**src/rtl/acc32_pkg.sv**
```systemverilog
// Shared types and widths for the streaming 32-bit accumulator.
// Imported by the adder slice, the handshake interface and the top.
package acc32_pkg;

  localparam int HALF_W = 16;
  localparam int DATA_W = 32;

  typedef enum logic [1:0] {
    RUN   = 2'd0,
    FLUSH = 2'd1,
    HOLD  = 2'd2
  } state_e;

endpackage

```
**src/rtl/acc32_stream_if.sv**
```systemverilog
// Word-in / sum-out handshake bundle for acc32_stream.
// The master drives words and accepts results; the slave is the accumulator.
interface acc32_stream_if
  import acc32_pkg::*;
#(
  parameter int CNT_W = 8
) ();

  logic              in_valid;
  logic              in_ready;
  logic [DATA_W-1:0] in_data;
  logic              in_last;
  logic              out_valid;
  logic              out_ready;
  logic [DATA_W-1:0] out_sum;
  logic              out_ovf;
  logic [CNT_W-1:0]  out_cnt;

  modport master (
    output in_valid, in_data, in_last, out_ready,
    input  in_ready, out_valid, out_sum, out_ovf, out_cnt
  );

  modport slave (
    input  in_valid, in_data, in_last, out_ready,
    output in_ready, out_valid, out_sum, out_ovf, out_cnt
  );

endinterface

```
**src/rtl/add16.sv**
```systemverilog
// 16-bit ripple-carry adder slice used for each half of the accumulator.
// Purely combinational; carry-in and carry-out are exposed for chaining.
module add16
  import acc32_pkg::*;
(
  input  logic [HALF_W-1:0] a_i,
  input  logic [HALF_W-1:0] b_i,
  input  logic              cin_i,
  output logic [HALF_W-1:0] sum_o,
  output logic              cout_o
);

  logic c;

  always_comb begin
    c     = cin_i;
    sum_o = '0;
    for (int i = 0; i < HALF_W; i++) begin
      sum_o[i] = a_i[i] ^ b_i[i] ^ c;
      c        = (a_i[i] & b_i[i]) | (c & (a_i[i] ^ b_i[i]));
    end
    cout_o = c;
  end

endmodule

```
**src/rtl/acc32_stream.sv**
```systemverilog
// Streaming packet accumulator: low half added on accept, high half one
// cycle later through a registered carry, one total emitted per packet.
module acc32_stream
  import acc32_pkg::*;
#(
  parameter int CNT_W = 8
) (
  input  logic          clk,
  input  logic          rst_n,
  acc32_stream_if.slave s_if
);

  localparam logic [CNT_W-1:0] CntMax = '1;
  localparam logic [CNT_W-1:0] CntOne = CNT_W'(1);

  state_e state_q, state_d;

  logic [HALF_W-1:0] acc_lo_q, acc_lo_d;
  logic [HALF_W-1:0] acc_hi_q, acc_hi_d;
  logic [HALF_W-1:0] x_hi_q, x_hi_d;
  logic              c_q, c_d;
  logic              pend_q, pend_d;
  logic              ovf_q, ovf_d;
  logic [CNT_W-1:0]  cnt_q, cnt_d;

  logic [HALF_W-1:0] lo_sum, hi_sum;
  logic              lo_co, hi_co;
  logic              in_ready, out_valid;
  logic              accept, done;

  add16 u_lo (
    .a_i    (acc_lo_q),
    .b_i    (s_if.in_data[HALF_W-1:0]),
    .cin_i  (1'b0),
    .sum_o  (lo_sum),
    .cout_o (lo_co)
  );

  add16 u_hi (
    .a_i    (acc_hi_q),
    .b_i    (x_hi_q),
    .cin_i  (c_q),
    .sum_o  (hi_sum),
    .cout_o (hi_co)
  );

  assign accept = s_if.in_valid && in_ready;
  assign done   = out_valid && s_if.out_ready;

  always_ff @(posedge clk) begin
    if (!rst_n) state_q <= RUN;
    else        state_q <= state_d;
  end

  always_comb begin
    state_d = state_q;
    unique case (state_q)
      RUN:     if (accept && s_if.in_last) state_d = FLUSH;
      FLUSH:   state_d = HOLD;
      HOLD:    if (s_if.out_ready) state_d = RUN;
      default: state_d = RUN;
    endcase
  end

  always_comb begin
    in_ready  = 1'b0;
    out_valid = 1'b0;
    unique case (1'b1)
      state_q == RUN:  in_ready  = 1'b1;
      state_q == HOLD: out_valid = 1'b1;
      default: ;
    endcase
  end

  // A new beat may overlap the previous beat's high add in the same cycle.
  always_comb begin
    acc_lo_d = acc_lo_q;
    acc_hi_d = acc_hi_q;
    x_hi_d   = x_hi_q;
    c_d      = c_q;
    pend_d   = pend_q;
    ovf_d    = ovf_q;
    cnt_d    = cnt_q;
    if (pend_q) begin
      acc_hi_d = hi_sum;
      ovf_d    = ovf_q | hi_co;
      pend_d   = 1'b0;
    end
    if (accept) begin
      acc_lo_d = lo_sum;
      c_d      = lo_co;
      x_hi_d   = s_if.in_data[DATA_W-1:HALF_W];
      pend_d   = 1'b1;
      if (cnt_q != CntMax) cnt_d = cnt_q + CntOne;
    end
    if (done) begin
      acc_lo_d = '0;
      acc_hi_d = '0;
      x_hi_d   = '0;
      c_d      = 1'b0;
      pend_d   = 1'b0;
      ovf_d    = 1'b0;
      cnt_d    = '0;
    end
  end

  always_ff @(posedge clk) begin
    if (!rst_n) begin
      acc_lo_q <= '0;
      acc_hi_q <= '0;
      x_hi_q   <= '0;
      c_q      <= 1'b0;
      pend_q   <= 1'b0;
      ovf_q    <= 1'b0;
      cnt_q    <= '0;
    end else begin
      acc_lo_q <= acc_lo_d;
      acc_hi_q <= acc_hi_d;
      x_hi_q   <= x_hi_d;
      c_q      <= c_d;
      pend_q   <= pend_d;
      ovf_q    <= ovf_d;
      cnt_q    <= cnt_d;
    end
  end

  assign s_if.in_ready  = in_ready;
  assign s_if.out_valid = out_valid;
  assign s_if.out_sum   = {acc_hi_q, acc_lo_q};
  assign s_if.out_ovf   = ovf_q;
  assign s_if.out_cnt   = cnt_q;

endmodule

```
**src/flat_wrapper.sv**
```systemverilog
// flat-port wrapper written by rule: the top's interface ports become plain ports
module acc32_stream_flat import acc32_pkg::*;
#(
  parameter int CNT_W = 8
)
  (clk, rst_n, s_if_in_valid, s_if_in_data, s_if_in_last, s_if_out_ready, s_if_in_ready, s_if_out_valid, s_if_out_sum, s_if_out_ovf, s_if_out_cnt);
  acc32_stream_if #(.CNT_W(CNT_W)) s_if_i ();
  input  logic clk;
  input  logic rst_n;
  input wire logic [$bits(s_if_i.in_valid)-1:0] s_if_in_valid;
  input wire logic [$bits(s_if_i.in_data)-1:0] s_if_in_data;
  input wire logic [$bits(s_if_i.in_last)-1:0] s_if_in_last;
  input wire logic [$bits(s_if_i.out_ready)-1:0] s_if_out_ready;
  output wire logic [$bits(s_if_i.in_ready)-1:0] s_if_in_ready;
  output wire logic [$bits(s_if_i.out_valid)-1:0] s_if_out_valid;
  output wire logic [$bits(s_if_i.out_sum)-1:0] s_if_out_sum;
  output wire logic [$bits(s_if_i.out_ovf)-1:0] s_if_out_ovf;
  output wire logic [$bits(s_if_i.out_cnt)-1:0] s_if_out_cnt;
  assign s_if_i.in_valid = s_if_in_valid;
  assign s_if_i.in_data = s_if_in_data;
  assign s_if_i.in_last = s_if_in_last;
  assign s_if_i.out_ready = s_if_out_ready;
  assign s_if_in_ready = s_if_i.in_ready;
  assign s_if_out_valid = s_if_i.out_valid;
  assign s_if_out_sum = s_if_i.out_sum;
  assign s_if_out_ovf = s_if_i.out_ovf;
  assign s_if_out_cnt = s_if_i.out_cnt;
  acc32_stream #(.CNT_W(CNT_W)) u_core (.clk(clk), .rst_n(rst_n), .s_if(s_if_i));
endmodule
```
**config.mk**
```make
export PLATFORM = sky130hd
export DESIGN_NAME = acc32_stream_flat
export DESIGN_NICKNAME = d
export VERILOG_FILES = /design/src/rtl/acc32_pkg.sv /design/src/rtl/acc32_stream_if.sv /design/src/rtl/add16.sv /design/src/rtl/acc32_stream.sv /design/src/flat_wrapper.sv
export SDC_FILE = /design/constraint.sdc
export NUM_CORES = 1
export LEC_CHECK = 0
export BUFFER_PORTS_ARGS = -buffer_cell sky130_fd_sc_hd__buf_4
export CORE_MARGIN = 8
export CORE_UTILIZATION = 49
export CTS_BUF_LIST = sky130_fd_sc_hd__clkbuf_4 sky130_fd_sc_hd__clkbuf_8
export DETAILED_ROUTE_END_ITERATION = 10
export GPL_ROUTABILITY_DRIVEN = 0
export PLACE_DENSITY_LB_ADDON = 0.08
export SLEW_MARGIN = 30
export SYNTH_ARGS = -nofsm -noshare
export SYNTH_HDL_FRONTEND = slang
export SYNTH_SLANG_ARGS = --single-unit
```
**constraint.sdc**
```tcl
create_clock -name clk -period 6 [get_ports clk]
set_input_delay 0.3 -clock clk [delete_from_list [all_inputs] [get_ports clk]]
set_output_delay 0.3 -clock clk [all_outputs]
set_load 0.01 [all_outputs]
```
Word-level counts from Yosys, hierarchy flattened
Index checks and enable logic that the tools add are counted.

Bits in read-only memories: 0. Bits in registers: 61. RAM bits: 0. Memories kept: 0. Latch bits: 0. Input port bits: 37.

Equality and inequality tests: 5. Divide/modulo/power cells: 0. Bitwise gates (word level): 159. Shift-type cells: 0. Multiplexer cells: 6. Add/subtract/negate cells: 1. $lt $le $gt $ge: 0. Reductions and logical operators: 7. $mul: 0.

Operator list (count): 1-bit AND (63); 1-bit bitwise XOR (63); 1-bit OR (32); 8-bit by 1-bit adder with 8-bit output (second input constant) (1); 8-bit != test (second input constant) (1); 2-bit one-hot mux with 3 select lines (1); 2-bit two-way mux (2); 2-bit AND reduction (2); 1-bit logical AND (3); 1-bit two-way mux (3); 2-bit by 1-bit == test with 1-bit output (second input constant) (1); 2-bit == test (second input constant) (1); 2-bit zero test (1); 2-bit by 1-bit != test with 1-bit output (second input constant) (1); 2-bit != test (second input constant) (1); 2-bit OR reduction (1); 1-bit NOT (1).

Longest topological paths before layout
Gate-level depths: netlist of the first run.

Word-level depth: 34. Gate-level depth with buffers: 22. Depth with buffers taken out: 22.

Modules after synthesis
Synthesis of the first run repeated with hierarchy kept, for this count alone.

Cell total of the unflattened synthesis: 310. Area total of the unflattened synthesis: 2969.1 µm².

By module, submodules not included: acc32_stream (cells an instance 258, times used 1, area an instance 2253.4 µm²); add16 (cells an instance 26, times used 2, area an instance 357.8 µm²).

Least setup slack after synthesis of the first run
OpenSTA, ideal clock, no wires.

Path type: register to register. Start: register u_core.acc_hi_q[0]. End: register u_core.acc_hi_q[15]. Setup time: 0.086 ns. Arrival: 6.575 ns. Stages on the path, launching flop included: 21. Clock period less this slack: 6.660 ns. Buffers on the path: 0. Slack: -0.660 ns. Data required time: 5.914 ns. Cell sequence: dfxtp_1 > fa_1 > fa_1 > fa_1 > fa_1 > fa_1 > fa_1 > fa_1 > fa_1 > fa_1 > fa_1 > fa_1 > fa_1 > fa_1 > inv_1 > fa_1 > inv_1 > fa_1 > inv_1 > fa_1 > a211oi_1.

Longest elaborated chain between the ends: 32. Elaborated cells on any way between the ends: 33. Those cells by class: 33 x bitwise.

Ends and longest elaborated chain: start: declaration (line acc32_stream.sv:19) `logic [HALF_W-1:0] acc_hi_q, acc_hi_d;`; start signal: assignment (line acc32_stream.sv:118) `acc_hi_q <= acc_hi_d;`; 1-bit bitwise XOR (line add16.sv:20) `c = (a_i[i] & b_i[i]) | (c & (a_i[i] ^ b_i[i]));`; 1-bit AND (line add16.sv:20); 1-bit OR * (line add16.sv:20); 1-bit AND * (line add16.sv:20); 1-bit OR * (line add16.sv:20); 1-bit AND * (line add16.sv:20); 1-bit OR * (line add16.sv:20); 1-bit AND * (line add16.sv:20); [16 not listed]; 1-bit OR * (line add16.sv:20); 1-bit AND * (line add16.sv:20); 1-bit OR * (line add16.sv:20); 1-bit AND * (line add16.sv:20); 1-bit OR * (line add16.sv:20); 1-bit AND * (line add16.sv:20); 1-bit OR * (line add16.sv:20); 1-bit bitwise XOR * (line add16.sv:19) `sum_o[i] = a_i[i] ^ b_i[i] ^ c;`.

Mark *: on every way between the ends. The rest lies on a longest branch, timed or not. A chain may end at the register's enable or synchronous reset.

Worst setup path after layout of the first run
Same ends and word-level chain as after synthesis.

==> results of run 1 <==
stage by stage:
step | utilization, % | worst slack, ns | cells
after floorplan | - | -0.118 | 301
after global placement | 62.1 | -0.221 | 443
after detailed placement | 62.1 | -0.252 | 443
after CTS | 65.7 | -0.239 | 459
after global routing | 65.8 | -0.388 | 459
final | 65.8 | -0.232 | 459
flip-flops by register name, indices dropped and copies added (netlist names):
| register | count |
|---|---|
| u_core.acc_hi_q | 16 |
| u_core.c_q | 1 |
| u_core.pend_q | 1 |
| u_core.s_if.out_cnt | 8 |
| u_core.acc_lo_q | 16 |
| u_core.s_if.out_ovf | 1 |
| u_core.x_hi_q | 16 |
| u_core.state_q | 2 |
worst max-delay path: stages (launching register included):
cell and delay, ns:
dfxtp_2 0.34, fa_2 0.38, fa_2 0.34, fa_2 0.34, fa_2 0.34, fa_2 0.35
fa_2 0.35, fa_2 0.34, fa_2 0.34, fa_2 0.35, fa_2 0.36, fa_2 0.36
fa_2 0.35, fa_2 0.35, inv_2 0.06, fa_2 0.18, inv_2 0.04, fa_2 0.32
inv_2 0.06, fa_2 0.43, a211oi_2 0.18
layer usage:
layer	wire length [um]	up-vias	part of all wire, %
met1	2750	1068	44
li1	-	1128	-
met5	0	-	0
met3	322	10	5.1
met4	118	0	1.9
met2	3060	56	49
worst max path at each step:
stage / depth (start not counted) / slack [ns] / from / endpoint
floorplan: 20 / -0.12 / u_core.acc_hi_q[0] / u_core.acc_hi_q[15]
global placement: 20 / -0.22 / u_core.acc_hi_q[0] / u_core.acc_hi_q[15]
detailed placement: 20 / -0.25 / u_core.acc_hi_q[0] / u_core.acc_hi_q[15]
CTS: 20 / -0.24 / u_core.acc_hi_q[0] / u_core.acc_hi_q[15]
global route: 20 / -0.39 / u_core.acc_hi_q[0] / u_core.acc_hi_q[15]
finish: 20 / -0.23 / u_core.acc_hi_q[0] / u_core.acc_hi_q[15]
timing repair:
item,in CTS,in global routing
pin swaps,1,2
endpoints found under the setup margin,3,4
gates resized for setup,11,2
layout make-up:
type	instances	share of cell area [%]
multi-input cells	207	42.6
inverters	16	1.57
clock buffers	15	4.74
clock inverters	1	0.131
repair buffers	84	16.5
flip-flops and latches	61	32.0
well taps	75	2.45
power by group through the flow:
stage / Sequential (uW) / Combinational, uW / Clock [uW]
floorplan: 475 / 91.9 / 0
global placement: 472 / 168 / 0
detailed placement: 473 / 174 / 0
CTS: 465 / 176 / 348
global route: 470 / 198 / 367
finish: 465 / 172 / 335
logic make-up after synthesis:
kind of cell	synth area share (%)
fa+ha+maj	22.3
flops	42.1
mux	5.52
compound gates	8.98
xor+xnor	0.302
simple gates	16.4
buf+inv	4.45
placed cells by master (no fill, tap or decap), types with 2 or more instances in the layout:
cell / instances
mux2i_1: 16
or3_1: 2
nand2_1: 64
a211oi_1: 4
dfxtp_1: 59
a21oi_1: 34
clkbuf_4: 4
nor3_1: 5
nand4_1: 2
ha_1: 2
buf_4: 84
clkbuf_8: 11
nand3_1: 2
o21a_1: 2
nor2_1: 27
fa_2: 29
fa_1: 2
o21ai_0: 3
inv_1: 12
dfxtp_2: 2
inv_2: 4
nor2b_1: 3
synth_stat cells:
library cell  instances
nand2_1              64
ha_1                  2
xor2_1                1
nand4_2               1
and3_1                1
buf_1                 2
clkbuf_1             11
o21ai_0               3
a211oi_1              5
dfxtp_1              61
nor3_1                5
nor2b_1               3
nor3b_4               1
nand4_1               2
or4_1                 1
or3_1                 2
nor2_1               27
o21a_1                2
o31ai_1               1
a21oi_1              35
fa_1                 31
or3b_2                1
a21bo_2               1
nand3_1               2
mux2i_1              16
inv_1                16
buf_2                 4
==> flow_metrics.py, run 1 <==
metrics = {
    "status": {
        "status": "finished with violations",
        "violations": "setup timing",
    },
    "cts": {
        "postCtsSetupBuffers": 0,
        "clkLatencyLatePin_ns": 0.32,
        "cts_max_path_buffers": 2,
        "cts-root-buf": "clkbuf_8",
        "cts_hold_buffers": 0,
        "cts_sinks": 61,
        "path_clk_slew_ns": 0.06,
        "cts_tree": "built",
        "cts_buffers": 9,
        "cts_max_level": 3,
    },
    "global_route": {
        "overflow": 0,
        "grtUsageMet2_pct": 24.9,
        "top_usage_layer": "met2",
        "grtUsageTotal_pct": 15.2,
        "grt_pass1_vias": 2350,
        "grt_max_degree": 60,
        "grt.met3_usage_pct": 4.85,
        "antenna_found_initial": 0,
        "grt_util_met1_pct": 17.9,
        "grt_pass1_wl_um": 10600,
    },
    "layout": {
        "nets": 449,
        "finalInstanceArea_um2": 3820,
        "area_growth_pct": 31.9,
        "multi_input_area_um2": 1630,
        "num_antenna_cells": 0,
        "final_layout_size_suffix_gt1_share_pct": 36.7,
        "num-fill-cells": 512,
        "regArea_um2": 1220,
    },
    "timing": {
        "drv_slew": 0,
        "tightest_slew_ns": 0.728,
        "holdWs_ns": 0.204,
        "fin_crit_sh_pct": 104,
        "fmax_mhz": 160,
        "finalSetupTns_ns": -0.280,
        "skew_ns": 0.00823,
        "period_needed_ns": 6.23,
        "relSlewSlack_pct": 51.4,
        "finalSetupViolCount": 3,
        "hold_viol_final": 0,
        "grt_setup_unrepaired": "yes",
        "setup_ws_ns": -0.232,
    },
    "power": {
        "total_power_uw": 972,
        "clkPwrFrac_pct": 34.5,
        "worst_ir_drop_vdd_mv": 0.148,
        "pwr-share-comb_pct": 17.7,
        "sequentialPowerShare_pct": 47.8,
        "power_density_nw_per_um2": 254,
        "swShare_pct": 26.6,
        "p_sw_uw": 259,
        "p_int_uw": 713,
        "p_leak_uw": 0.00163,
    },
    "setup_path": {
        "required_ns": 6.24,
        "crit_type": "flip-flop to flip-flop",
        "r2r_end": "u_core.acc_hi_q[15]",
        "r2r_slack_ns": -0.23,
        "crit_path_end_kind": "flip-flop",
        "critPathLaunchType": "flip-flop",
        "r2r_cells": 20,
        "r2r_start": "u_core.acc_hi_q[0]",
        "cp_max_fo": 2,
        "arrival_ns": 6.47,
    },
    "yosys": {
        "synth_top_area_share_pct": 42.1,
        "synth_nets": 371,
        "synth.area.top_cells": "dfxtp_1 42%, fa_1 21%, nand2_1 8.3%",
        "synth_largest_area_cell": "dfxtp_1",
        "synth_cell_types": 27,
        "avgSynthCellArea_um2": 9.63,
        "ys_seq_elements": 61,
        "synthCells": 301,
        "yosysWarnings": 0,
        "syn_area_um2": 2900,
        "yosysSeqAreaShare_pct": 42.1,
    },
    "placed_design": {
        "hpwl_um": 4390,
        "io_buffers": 79,
        "dpl-instance-area_um2": 3610,
    },
    "routing": {
        "drt_pass1_iterations": 5,
        "via_per_inst": 4.93,
        "num_vias": 2262,
        "totalWireLength_um": 6260,
        "avgRoutedWirePerCell_um": 13.6,
        "drtIter0Drc": 85,
        "antenna_left": 0,
        "remaining_drc_errors": 0,
    },
    "floorplan": {
        "design.portCount": 80,
        "coreArea_um2": 5820,
        "die_area_um2": 8630,
        "rows": 28,
        "initial_utilization_pct": 49.8,
        "die-height_um": 92.9,
        "die_w_um": 92.9,
    },
    "worst_hold_path": {
        "whs_endpoint": "u_core.state_q[1]",
        "hold_depth": 2,
        "hp-class": "input port to flip-flop",
        "min_from": "rst_n",
    },
    "job": {
        "drv_cap": 0,
    },
}
(Power assumes the default switching activity.)
==> run 2, diff against run 1 <==
--- a/config.mk
+++ b/config.mk
@@ -11,7 +11,7 @@
 export CTS_BUF_LIST = sky130_fd_sc_hd__clkbuf_4 sky130_fd_sc_hd__clkbuf_8
 export DETAILED_ROUTE_END_ITERATION = 10
 export GPL_ROUTABILITY_DRIVEN = 0
-export PLACE_DENSITY_LB_ADDON = 0.08
+export PLACE_DENSITY_LB_ADDON = 0.1
 export SLEW_MARGIN = 30
 export SYNTH_ARGS = -nofsm -noshare
 export SYNTH_HDL_FRONTEND = slang
==> run 2 against run 1 <==
  * The run still ends with setup timing left
  * Worst setup slack gained 0.015 ns
  * Non-clock buffer count rose by 1
  * Sequential power is essentially flat
  * Clock-buffer cell count fell by 2
  * Via count rose by 0.97%
==> flow_metrics.py, run 2 (same netlist as run 1, synthesis figures left out) <==
metrics = {
    "setup_path": {
        "endpoint": "u_core.acc_hi_q[15]",
        "crit_start": "u_core.acc_hi_q[0]",
        "critPathLaunchType": "flip-flop",
        "r2r_end": "u_core.acc_hi_q[15]",
        "crit_type": "flip-flop to flip-flop",
        "required_ns": 6.25,
        "r2r_cells": 20,
        "r2r_start": "u_core.acc_hi_q[0]",
        "r2r_slack_ns": -0.22,
        "arrival_ns": 6.47,
        "crit_path_end_kind": "flip-flop",
        "cp_max_fo": 2,
    },
    "placed_design": {
        "io_buffers": 79,
        "hpwl_um": 4340,
        "dp_slack_ns": -0.255,
    },
    "routing": {
        "remaining_drc_errors": 0,
        "antenna_left": 0,
        "avgRoutedWirePerCell_um": 13.4,
        "via_per_inst": 4.98,
        "drt_pass1_iterations": 4,
        "num_vias": 2284,
        "totalWireLength_um": 6170,
        "drtIter0Drc": 55,
    },
    "timing": {
        "finalSetupTns_ns": -0.263,
        "relSlewSlack_pct": 48.7,
        "tightest_slew_ns": 0.769,
        "grt_setup_unrepaired": "yes",
        "fin_crit_sh_pct": 104,
        "fmax_mhz": 161,
        "holdWs_ns": 0.192,
        "drv_slew": 0,
        "setup_ws_ns": -0.217,
        "hold_viol_final": 0,
        "period_needed_ns": 6.22,
        "finalSetupViolCount": 2,
        "skew_ns": 0.0105,
    },
    "cts": {
        "cts_max_path_buffers": 2,
        "postCtsSetupBuffers": 0,
        "cts-root-buf": "clkbuf_8",
        "cts_hold_buffers": 0,
        "path_clk_slew_ns": 0.06,
        "cts_max_level": 3,
        "cts_tree": "built",
        "cts_sinks": 61,
        "cts_buffers": 9,
        "clkLatencyLatePin_ns": 0.33,
    },
    "layout": {
        "num-fill-cells": 525,
        "final_common_cell": "buf_4",
        "regArea_um2": 1220,
        "nets": 450,
        "num_antenna_cells": 0,
        "area_growth_pct": 31.6,
        "reg_top3": "u_core.acc_hi_q (16), u_core.acc_lo_q (16), u_core.x_hi_q (16)",
        "final_layout_size_suffix_gt1_share_pct": 36.5,
        "layout_common_cells": "85 x buf_4, 64 x nand2_1, 58 x dfxtp_1, 35 x a21oi_1, 28 x fa_2",
        "multi_input_area_um2": 1630,
    },
    "floorplan": {
        "design.portCount": 80,
        "initial_utilization_pct": 49.8,
        "die_w_um": 92.9,
        "die_area_um2": 8630,
        "rows": 28,
        "die-height_um": 92.9,
        "coreArea_um2": 5820,
    },
    "worst_hold_path": {
        "hold_depth": 2,
        "hp-class": "input port to flip-flop",
    },
    "global_route": {
        "overflow": 0,
        "grtUsageTotal_pct": 14.7,
        "grt_pass1_vias": 2270,
        "antenna_found_initial": 0,
        "grt_pass1_wl_um": 10300,
        "grt_max_degree": 60,
    },
    "power": {
        "total_power_uw": 955,
        "worst_ir_drop_vdd_mv": 0.172,
        "p_leak_uw": 0.00163,
        "power_density_nw_per_um2": 250,
    },
    "job": {
        "drv_cap": 0,
    },
    "status": {
        "status": "finished with violations",
        "violations": "setup timing",
    },
}
-- run 2: critical path, cell delays in order, from the launching register on --
cell and delay [ns]:
dfxtp_2 0.33, fa_2 0.38, fa_2 0.35, fa_2 0.34, fa_2 0.35, fa_2 0.35
fa_2 0.35, fa_2 0.35, fa_2 0.34, fa_2 0.35, fa_2 0.35, fa_2 0.36
fa_2 0.36, fa_2 0.34, inv_2 0.06, fa_1 0.15, inv_1 0.05, fa_2 0.33
inv_2 0.06, fa_2 0.42, a211oi_2 0.17
-- run 2: worst min path at each step --
stage	from	to	slack [ns]
floorplan	rst_n	u_core.state_q[1]	0.42
global placement	u_core.x_hi_q[13]	u_core.x_hi_q[13]	0.45
detailed placement	u_core.x_hi_q[13]	u_core.x_hi_q[13]	0.45
CTS	rst_n	u_core.state_q[1]	0.18
global route	rst_n	u_core.state_q[1]	0.20
finish	rst_n	u_core.state_q[1]	0.19
-- run 2: per-stage QoR --
step | cell area (um^2) | instances | util, %
after floorplan | 2960 | 301 | -
after global placement | 3620 | 444 | 62.2
after detailed placement | 3620 | 444 | 62.2
after CTS | 3810 | 459 | 65.6
after global routing | 3820 | 459 | 65.6
final | 3820 | 459 | 65.6
-- run 2: final cells by class --
class	count	share of cell area, %
clock buffer	13	4.20
clock inverter	2	0.262
inverter	16	1.57
multi-input combinational	207	42.7
sequential	61	32.1
tap	75	2.46
timing repair buffer	85	16.7
-- run 2: where the power goes --
part           internal (uW)  switching, uW  leakage (uW)
registers                433           30.7      0.000500
logic                   89.1           83.1       0.00104
clock network            172            147     0.0000935
-- run 2: timing repair --
item,in CTS,in global routing
setup endpoints to repair,3,4
gates cloned,0,0
gates resized for setup,10,2
-- run 2: routing by layer --
layer	share of wire, %	GRT usage (%)
met1	44	17.9
met2	48	22.9
met3	5.6	4.69
met4	2.1	7.65
met5	0	0
